**src/rtl/sound_cmd_tx.sv**
```systemverilog
// Sound command transmitter: buffers main-CPU command bytes in a small FIFO and
// hands them one at a time to the sound-side latch, waiting for an acknowledge.
module sound_cmd_tx #(
    parameter int DEPTH       = 4,
    parameter int ACK_TIMEOUT = 16384
) (
    input  logic       clk,
    input  logic       reset_n,
    input  logic       paused,
    input  logic       cpu_wr,
    input  logic [7:0] cpu_din,
    input  logic       flush,
    input  logic       err_clr,
    output logic       latch_wr,
    output logic [7:0] latch_din,
    input  logic       snd_ack,
    output logic       busy,
    output logic       fifo_full,
    output logic       fifo_empty,
    output logic [4:0] count,
    output logic       overflow,
    output logic       timeout_err
);

    localparam int PW = (DEPTH > 1) ? $clog2(DEPTH) : 1;
    localparam int TW = $clog2(ACK_TIMEOUT) + 1;

    typedef enum logic [1:0] {
        IDLE,
        SEND,
        WAIT_ACK
    } state_t;

    state_t        state_q, state_d;
    logic [PW-1:0] rd_ptr_q, rd_ptr_d;
    logic [PW-1:0] wr_ptr_q, wr_ptr_d;
    logic [4:0]    count_q, count_d;
    logic [TW-1:0] timer_q, timer_d;
    logic [7:0]    latch_din_q, latch_din_d;
    logic          overflow_q, overflow_d;
    logic          timeout_err_q, timeout_err_d;
    logic [7:0]    mem_q [DEPTH];

    logic       push;
    logic       pop;
    logic       ovf_evt;
    logic       to_evt;
    logic [7:0] head;

    assign head = mem_q[rd_ptr_q];

    always_comb begin
        state_d       = state_q;
        rd_ptr_d      = rd_ptr_q;
        wr_ptr_d      = wr_ptr_q;
        count_d       = count_q;
        timer_d       = timer_q;
        latch_din_d   = latch_din_q;
        overflow_d    = overflow_q;
        timeout_err_d = timeout_err_q;
        push          = 1'b0;
        pop           = 1'b0;
        ovf_evt       = 1'b0;
        to_evt        = 1'b0;

        if (flush) begin
            state_d  = IDLE;
            rd_ptr_d = '0;
            wr_ptr_d = '0;
            count_d  = '0;
            timer_d  = '0;
        end else begin
            case (state_q)
                IDLE: begin
                    if ((count_q != 5'd0) && !paused) begin
                        state_d = SEND;
                    end
                end
                SEND: begin
                    pop         = 1'b1;
                    latch_din_d = head;
                    timer_d     = '0;
                    state_d     = WAIT_ACK;
                end
                WAIT_ACK: begin
                    if (snd_ack) begin
                        state_d = IDLE;
                    end else if (!paused) begin
                        timer_d = timer_q + 1'b1;
                        if (timer_d == TW'(ACK_TIMEOUT - 1)) begin
                            to_evt  = 1'b1;
                            state_d = IDLE;
                        end
                    end
                end
                default: state_d = IDLE;
            endcase

            // A pop in the same cycle frees the slot the write lands in.
            if (cpu_wr) begin
                if ((count_q < 5'(DEPTH)) || pop) begin
                    push = 1'b1;
                end else begin
                    ovf_evt = 1'b1;
                end
            end

            if (pop) begin
                rd_ptr_d = rd_ptr_q + 1'b1;
            end
            if (push) begin
                wr_ptr_d = wr_ptr_q + 1'b1;
            end
            count_d = count_q + {4'd0, push} - {4'd0, pop};
        end

        if (err_clr) begin
            overflow_d    = 1'b0;
            timeout_err_d = 1'b0;
        end
        if (ovf_evt) begin
            overflow_d = 1'b1;
        end
        if (to_evt) begin
            timeout_err_d = 1'b1;
        end
    end

    always_ff @(posedge clk or negedge reset_n) begin
        if (!reset_n) begin
            state_q       <= IDLE;
            rd_ptr_q      <= '0;
            wr_ptr_q      <= '0;
            count_q       <= '0;
            timer_q       <= '0;
            latch_din_q   <= '0;
            overflow_q    <= 1'b0;
            timeout_err_q <= 1'b0;
        end else begin
            state_q       <= state_d;
            rd_ptr_q      <= rd_ptr_d;
            wr_ptr_q      <= wr_ptr_d;
            count_q       <= count_d;
            timer_q       <= timer_d;
            latch_din_q   <= latch_din_d;
            overflow_q    <= overflow_d;
            timeout_err_q <= timeout_err_d;
        end
    end

    always_ff @(posedge clk) begin
        if (push) begin
            mem_q[wr_ptr_q] <= cpu_din;
        end
    end

    // The head byte is presented live in the SEND cycle and held afterwards.
    assign latch_wr    = (state_q == SEND) && !flush;
    assign latch_din   = latch_wr ? head : latch_din_q;
    assign busy        = (state_q != IDLE);
    assign fifo_full   = (count_q == 5'(DEPTH));
    assign fifo_empty  = (count_q == 5'd0);
    assign count       = count_q;
    assign overflow    = overflow_q;
    assign timeout_err = timeout_err_q;

endmodule

```
**config.mk**
```make
export PLATFORM = sky130hd
export DESIGN_NAME = sound_cmd_tx
export DESIGN_NICKNAME = d
export VERILOG_FILES = /design/src/rtl/sound_cmd_tx.sv
export SDC_FILE = /design/constraint.sdc
export NUM_CORES = 1
export LEC_CHECK = 0
export BUFFER_PORTS_ARGS = -buffer_cell sky130_fd_sc_hd__buf_2
export CAP_MARGIN = 10
export CORE_MARGIN = 4
export CORE_UTILIZATION = 30
export CTS_CLUSTER_DIAMETER = 120
export DETAILED_ROUTE_END_ITERATION = 8
export PLACE_DENSITY = 0.57
export SLEW_MARGIN = 15
export SYNTH_ARGS = -nofsm -noshare
export SYNTH_HDL_FRONTEND = slang
export SYNTH_SLANG_ARGS = --single-unit
```
**constraint.sdc**
```tcl
create_clock -name clk -period 2.05 [get_ports clk]
set_input_delay 0.1025 -clock clk [delete_from_list [all_inputs] [get_ports clk]]
set_output_delay 0.1025 -clock clk [all_outputs]
set_load 0.01 [all_outputs]
```
# Word-level counts from Yosys, hierarchy flattened
# Memory sizes are Yosys's and may differ from the RTL's.
# Cells that the tools add are included.
[totals] elab_cells=77 regBits=36 memories=1 ramBits=32
[classes] n_reduce_logical=17 n_addsub=5 n_lt_le_gt_ge=1 n_mux=35 eq_ne=9 n_bitwise=1
[mem_list] name="mem_q" words=4 width=8 rd=1 rd_clocked_by_memory_dff=0 wr=1 line_no="42" source="logic [7:0] mem_q [DEPTH];"
[ops] op="two-way mux 15 bit" count=3
[ops] op="one-hot mux 15 bit (2 select lines)" count=1
[ops] op="two-way mux 1 bit" count=19
[ops] op="two-way mux 2 bit" count=9
[ops] op="adder 15 x 1 -> 15 bit (second input constant)" count=1
[ops] op="equality test 15 x 14 -> 1 bit (second input constant)" count=1
[ops] op="nonzero test 2 bit" count=5
[ops] op="!= test 3 bit (second input constant)" count=3
[ops] op="two-way mux 8 bit" count=1
[ops] op="!= test 4 bit (second input constant)" count=2
[ops] op="one-hot mux 2 bit (3 select lines)" count=1
[ops] op="AND reduction 3 bit" count=2
[ops] op="adder 5 x 1 -> 5 bit" count=1
[ops] op="equality test 5 x 3 -> 1 bit (second input constant)" count=1
[ops] op="logical NOT 5 bit" count=1
[ops] op="less-than comparator 5 x 3 -> 1 bit (second input constant)" count=1
[ops] op="two-way mux 5 bit" count=1
[ops] op="nonzero test 5 bit" count=1
[ops] op="subtractor 5 x 1 -> 5 bit" count=1
[ops] op="adder 2 x 1 -> 2 bit (second input constant)" count=2
[ops] op="nonzero test 3 bit" count=1
[ops] op="equality test 2 x 1 -> 1 bit (second input constant)" count=1
[ops] op="equality test 2 bit (second input constant)" count=1
[ops] op="logical AND 1 bit" count=2
[ops] op="other kinds (5)" count=6

# Longest topological paths before layout
# Gate-level depths: netlist of run 1.
[logic_depth] word_depth=10 depth_mapped=12

# Worst setup path after synthesis of run 1
# No wires, ideal clock.
[synth_path] path_kind="register to register" start="register count_q[3] (netlist: count[3])" end="register count_q[4] (netlist: count[4])" n_path_buf=0 stages_incl_launch_ff=13 synth_period_minus_slack_ps=2114 slack_ps=-64 arrival_ps=1982 cell_sequence="dfrtp_1 -> inv_1 -> ha_1 -> a21boi_0 -> nand3_1 -> nand2_1 -> ha_1 -> fa_1 -> a21oi_1 -> nor2_1 -> nor2_1 -> xnor2_1 -> nor2_1"
[synth_via] elab_chain_cells=8
[synth_lines] item="start, declared" line_no="37" source="logic [4:0] count_q, count_d;"
[synth_lines] item="start signal, assigned" line_no="143" source="count_q <= count_d;"
[synth_lines] item="less-than comparator 5 x 3 -> 1 bit" line_no="101" source="if ((count_q < 5'(DEPTH)) || pop) begin"
[synth_lines] item="logical OR 1 bit" line_no="101"
[synth_lines] item="two-way mux 1 bit" line_no="101"
[synth_lines] item="two-way mux 1 bit" line_no="100" source="if (cpu_wr) begin"
[synth_lines] item="two-way mux 1 bit" line_no="66" source="if (flush) begin"
[synth_lines] item="adder 5 x 1 -> 5 bit *" line_no="114" source="count_d = count_q + {4'd0, push} - {4'd0, pop};"
[synth_lines] item="subtractor 5 x 1 -> 5 bit *" line_no="114"
[synth_lines] item="two-way mux 5 bit *" line_no="66"
[synth_lines] item="via count_d[4]" line_no="37"
# Mark *: on every way through the listed nets, which the timed path passes. The rest lies on a longest branch. The select of a mux whose other input is x is not followed.
# A chain may end at the register's enable or synchronous reset.

# Worst setup path after layout of run 1
# Same ends and word-level chain as after synthesis.

==> results of run 1 <==
-- sequential cells by signal (all words and copies together), names as in the netlist --
name	count
timeout_err	1
latch_din_q	8
overflow	1
wr_ptr_q	2
mem_q	32
timer_q	15
rd_ptr_q	2
state_q	2
count	5
-- worst max-delay path, stage by stage (launching register included) --
cell and delay (ns):
sky130_fd_sc_hd__dfrtp_1 0.36, sky130_fd_sc_hd__inv_2 0.05, sky130_fd_sc_hd__ha_2 0.16, sky130_fd_sc_hd__a21boi_2 0.15
sky130_fd_sc_hd__nand3_1 0.07, sky130_fd_sc_hd__nand2_1 0.05, sky130_fd_sc_hd__ha_2 0.18, sky130_fd_sc_hd__fa_2 0.38
sky130_fd_sc_hd__a21oi_2 0.12, sky130_fd_sc_hd__nor2_1 0.04, sky130_fd_sc_hd__nor2_1 0.13, sky130_fd_sc_hd__xnor2_1 0.13
sky130_fd_sc_hd__nor2_1 0.06
-- what timing repair did --
action	in CTS	in global routing
hold endpoints to repair	70	0
gates resized for setup	0	5
pin swaps	0	7
setup endpoints to repair	1	2
hold buffers	11	0
buffers inserted	1	1
-- routing by layer --
layer  track usage (%)  part of all wire [%]
met4              3.53                   1.1
met5                 0                     0
met3              2.76                   2.7
met2              18.7                    50
met1              14.0                    46
-- logic make-up after synthesis --
kind of cell | Yosys count | synth area share [%]
and+or+nand+nor | 80 | 14.4
DFF | 68 | 55.8
AOI/OAI and AO/OA | 47 | 8.92
buffers and inverters | 26 | 4.16
muxes | 17 | 8.39
adders and majority gates | 14 | 5.47
xor gates and xnor gates | 11 | 2.89
-- cell usage in the layout, fill, tap and decap left out, types with 5 or more instances in the layout --
cell type and instances:
sky130_fd_sc_hd__ha_1 11, sky130_fd_sc_hd__buf_4 28, sky130_fd_sc_hd__inv_1 10, sky130_fd_sc_hd__a21oi_1 5, sky130_fd_sc_hd__nand3_1 8, sky130_fd_sc_hd__dfrtp_1 36, sky130_fd_sc_hd__nand4_1 7, sky130_fd_sc_hd__nand2_1 11
sky130_fd_sc_hd__mux2_2 8, sky130_fd_sc_hd__mux4_2 8, sky130_fd_sc_hd__o21ai_0 24, sky130_fd_sc_hd__xnor2_1 8, sky130_fd_sc_hd__dlygate4sd3_1 11, sky130_fd_sc_hd__nor2_1 21, sky130_fd_sc_hd__clkbuf_8 9, sky130_fd_sc_hd__edfxtp_1 32
sky130_fd_sc_hd__buf_2 33
-- worst paths after layout --
path,start,to,slack [ns],cells past startpoint
worst min register to register,latch_din_q[7],latch_din_q[7],0.50,1
min in group asynchronous,reset_n,timer_q[13],0.41,2
worst max register to register,count[3],count[4],0.04,12
worst min-delay path,cpu_wr,overflow,0.08,3
max in group asynchronous,reset_n,count[1],1.11,2
worst max-delay path,count[3],count[4],0.04,12
-- area by class of cell --
type | instances | area [µm²]
Sequential cell | 68 | 1860
Multi-Input combinational cell | 169 | 1360
Tap cell | 140 | 175
Inverter | 11 | 41.3
Clock inverter | 6 | 41.3
Fill cell | 1048 | 6720
Clock buffer | 10 | 128
Timing Repair Buffer | 76 | 566
-- cell usage after synthesis (all sizes together) (6+ instances only) --
cell type  number  area (µm²)
a21oi           6        30.0
ha             13         163
buf             7        67.6
nand2          11        41.3
dfrtp          36         901
edfxtp         32         961
xnor2           8        70.1
nand4           8        65.1
clkbuf          8        30.0
o21ai          24         120
inv            11        41.3
nand3           8        40.0
nor2           21        78.8
mux4            8         180
mux2            8        90.1
-- power by group through the flow --
stage / clock [mW] / sequential [mW] / combinational [mW]
CTS: 1.00 / 1.72 / 1.32
finish: 0.967 / 1.73 / 1.34
floorplan: 0 / 1.76 / 0.769
global route: 1.06 / 1.75 / 1.50
detailed placement: 0 / 1.75 / 1.29
global placement: 0 / 1.74 / 1.27
==> flow_summary.toml, run 1 <==
[final_layout]
antenna_cells = 0
post-route-cell-area_um2 = 4170
final_nets = 364
drive_above_1_share_pct = 32.9
final-instance-count-excl-fill = 480
area_growth_from_synthesis_to_layout_pct = 25.0
final_core_utilization_pct = 38.3

[power_and_ir_drop]
switching_share_pct = 31.5
seq_power_share_pct = 42.8
power.leakage_nw = 1.66
power_density_nw_per_um2 = 967
total_power_mw = 4.04
switching_power_mw = 1.27
power_frac_clock_pct = 24.0
cell_internal_pwr_mw = 2.76
worst_ir_drop_vdd_uv = 628
comb_power_share_pct = 33.3

[route]
routed-via-count = 2269
totalWireLength_um = 6700
wire_per_inst_um = 14.0
drt_first_iter_violations = 70
detail-route-antenna-nets = 0
drtPass1Iterations = 4
remaining_drc_errors = 0
route.detailed.vias_per_inst = 4.73

[sta]
grt_setup_unrepaired = "true"
finalHoldViolCount = 0
final_period_minus_worst_setup_slack_ns = 2.01
timing_max_transition_violations_final = 0
worstMarginPinSlew_ns = 0.833
finalCritPeriodShare_pct = 98.2
clock-skew-final_ns = 0.0107
finalSetupTns_ns = 0
finish_stage_setup_viols = 0
max_freq_mhz = 497
max_slew_headroom_pct = 44.5
hold_ws_ns = 0.0818
setup_ws_ns = 0.0375

[yosys]
synth_area_per_cell_um2 = 12.7
async_flop_share_pct = 52.9
synth_enable_flop_cells = 32
netlist_area_um2 = 3340
synth.yosys.seq_area_share_pct = 55.8
synth_seq_cells = 68
post_synth_inst_count = 263
mappedNetlistNets = 292
yosys_warnings = 0
yosys_most_used_dff = "sky130_fd_sc_hd__dfrtp_1"
yosysUniqueCellTypes = 49

[clock_network]
clockBufferDepth = 2
cts_sinks = 68
cts_made_buffers = 9
cts_tree = "built"
clk_pin_slew_ns = 0.07
clock_root_buffer = "sky130_fd_sc_hd__clkbuf_8"
ctsHtreeMaxLevel = 3
clk_latency_ns = 0.34

[floorplanning]
dieArea_um2 = 12900
ios = 34
floorplan.rows = 38
die-height_um = 114
start_util_pct = 30.7
floorplan.core_area_um2 = 10900
die_w_um = 114

[worst_setup_path]
req_time_crit_path_ns = 2.28
timing.critical_path.fanout_max = 3
worstSetupPathType = "reg -> reg"
setup.worst_path.end_class = "flip-flop"
worstSetupStartpointType = "flip-flop"
worstPathArrival_ns = 2.24

[placed_design]
placed_cell_area_um2 = 3860
place.detailed.hpwl_um = 4730
place.detailed.instances = 451
port_buffers = 33
global_placer_s_final_weighted_congestion = 0.824
placement.setup.worst_slack_ns = 0.0131

[status]
result_of_the_run = "finished, final reports clean"

[global_routing]
grt_antenna_before_repair = 0
grt_max_degree = 37
globalRouteOverflowTotal = 0
grt.total_usage_pct = 11.1
vias_in_the_first_global_route = 2340
wire_length_of_the_first_global_routing_pass_um = 11300

[min_path]
type_of_the_most_critical_hold_path = "in -> reg"

[job]
max_cap_violations = 0
No activity file was read; power rests on OpenSTA's default activity.
==> inputs of run 2 (changes only) <==
Settings changed: BUFFER_PORTS_ARGS -buffer_cell sky130_fd_sc_hd__buf_2 to unset, DONT_BUFFER_PORTS set to 1, PLACE_DENSITY 0.57 to 0.54, SKIP_LAST_GASP set to 1.
==> run 2 against run 1 <==
Effect of this change: global-route usage shrank 0.058 points; sequential share of layout area grew 0.56 points; utilization shrank 0.47 points; register-to-register slack is essentially flat; total power shrank 0.14%; cell area shrank 1.2%; via count shrank 4.3%; maximum frequency grew 0.13%; clock skew grew 0.0031 ns; die area is the same; first-iteration DRC count grew 16%; critical endpoint unchanged; largest cell class unchanged.
==> flow_summary.toml, run 2 (synthesis gave the netlist of run 1 again) <==
[status]
result_of_the_run = "finished, final reports clean"

[final_layout]
post-route-cell-area_um2 = 4120
drive_above_1_share_pct = 26.3
most-common-layout-cells = "sky130_fd_sc_hd__dfrtp_1 (36), sky130_fd_sc_hd__edfxtp_1 (32), sky130_fd_sc_hd__buf_4 (30)"
regMostFlops = "mem_q"
antenna_cells = 0
final-instance-count-excl-fill = 456
mostFrequentLayoutCell = "sky130_fd_sc_hd__dfrtp_1"
final_nets = 340
flip_flop_count_of_the_largest_register_all_copies_and_words_added = 32
biggestRegsByFlops = "mem_q x32, timer_q x15, latch_din_q x8"
area_growth_from_synthesis_to_layout_pct = 23.4

[sta]
finalCritPeriodShare_pct = 98.0
final_period_minus_worst_setup_slack_ns = 2.01
finalHoldViolCount = 0
max_freq_mhz = 498
timing_max_transition_violations_final = 0
clock-skew-final_ns = 0.0138
grt_setup_unrepaired = "true"
setup_ws_ns = 0.0402
hold_ws_ns = 0.0247
finish_stage_setup_viols = 0
max_slew_headroom_pct = 62.1
worstMarginPinSlew_ns = 0.561

[placed_design]
place.detailed.hpwl_um = 4620
placement.setup.worst_slack_ns = -0.00516
placed_cell_area_um2 = 3700
global_placer_s_final_weighted_congestion = 0.782
place.detailed.instances = 418
port_buffers = 0

[route]
remaining_drc_errors = 0
totalWireLength_um = 6690
route.detailed.vias_per_inst = 4.76
routed-via-count = 2171
drtPass1Iterations = 4
drt_first_iter_violations = 81
detail-route-antenna-nets = 0
wire_per_inst_um = 14.7

[clock_network]
clockBufferDepth = 2
clock_root_buffer = "sky130_fd_sc_hd__clkbuf_8"
clk_latency_ns = 0.34
cts_sinks = 68
cts_tree = "built"
cts_made_buffers = 9
ctsHtreeMaxLevel = 3
clk_pin_slew_ns = 0.08

[worst_setup_path]
worstSetupStartpointType = "flip-flop"
req_time_crit_path_ns = 2.27
timing.critical_path.fanout_max = 3
worstPathArrival_ns = 2.23
number_of_cell_instances_on_the_worst_register_to_register_path = 12
worstSetupPathType = "reg -> reg"
setup.worst_path.end_class = "flip-flop"

[power_and_ir_drop]
total_power_mw = 4.03
power.leakage_nw = 1.59
power_density_nw_per_um2 = 978
worst_ir_drop_vdd_uv = 626

[floorplanning]
die-height_um = 114
die_w_um = 114
ios = 34
dieArea_um2 = 12900
start_util_pct = 30.7
floorplan.core_area_um2 = 10900
floorplan.rows = 38

[global_routing]
vias_in_the_first_global_route = 2282
grt_max_degree = 37
grt_antenna_before_repair = 0
grt.total_usage_pct = 11.0
globalRouteOverflowTotal = 0
wire_length_of_the_first_global_routing_pass_um = 11200

[job]
max_cap_violations = 0

[min_path]
type_of_the_most_critical_hold_path = "in -> reg"
whs_path_depth = 2
## run 2: changes by cell type in the layout (fill, tap and decap cells not counted), sizes merged
cell / previous run / this run
dlygate4sd3: 11 / 17
clkbuf: 10 / 9
buf: 65 / 35
clkinv: 2 / 1
inv: 12 / 15
clkinvlp: 3 / 2
## run 2: layout make-up
| class | instances | area (µm²) |
|---|---|---|
| fill | 1038 | 6770 |
| clock inverter | 7 | 55.1 |
| clock buffer | 9 | 124 |
| tap | 140 | 175 |
| inverter | 11 | 41.3 |
| timing repair buffer | 52 | 495 |
| sequential | 68 | 1860 |
| multi-input combinational | 169 | 1370 |
## run 2: report_power, final
part | internal (mW) | total (mW) | switching [mW] | leakage [nW]
clock | 0.453 | 1.01 | 0.557 | 0.0870
sequential | 1.63 | 1.74 | 0.111 | 0.770
combinational | 0.668 | 1.28 | 0.614 | 0.731
## run 2: worst max-delay path: stages (launching register included)
cell	delay, ns
sky130_fd_sc_hd__dfrtp_1	0.39
sky130_fd_sc_hd__inv_1	0.08
sky130_fd_sc_hd__ha_1	0.20
sky130_fd_sc_hd__a21boi_4	0.08
sky130_fd_sc_hd__nand3_1	0.08
sky130_fd_sc_hd__nand2_1	0.06
sky130_fd_sc_hd__ha_2	0.18
sky130_fd_sc_hd__fa_2	0.35
sky130_fd_sc_hd__a21oi_2	0.13
sky130_fd_sc_hd__nor2_1	0.05
sky130_fd_sc_hd__nor2_1	0.11
sky130_fd_sc_hd__xnor2_1	0.12
sky130_fd_sc_hd__nor2_1	0.06
## run 2: timing repair
action / in CTS / in global routing
endpoints found under the setup margin: 1 / 2
hold buffers: 18 / 0
setup buffers: 2 / 2
endpoints found under the hold margin: 81 / 0
pin swaps: 3 / 7
resized for setup: 2 / 4
## run 2: stage by stage
step	TNS, ns	util, %
final	0	37.9
after CTS	0	37.5
after global placement	0	34.0
after global routing	-0.170	37.9
after detailed placement	-0.00516	34.0
after floorplan	0	-
## run 2: layer usage
metal	global-route usage, %	up-vias	share of wire, %
met2	18.2	32	49
met4	4.81	0	1.8
li1	-	1069	-
met5	0	-	0
met1	13.5	1061	46
met3	3.02	9	3.6
## run 2: final timing paths
kind                             start        endpoint  slack (ns)
max                           count[4]        count[4]        0.04
min                             paused      state_q[1]        0.02
max reg2reg                   count[4]        count[4]        0.04
min reg2reg                timer_q[14]     timer_q[14]        0.51
max in group asynchronous      reset_n     wr_ptr_q[1]        1.63
min in group asynchronous      reset_n  latch_din_q[7]        0.22
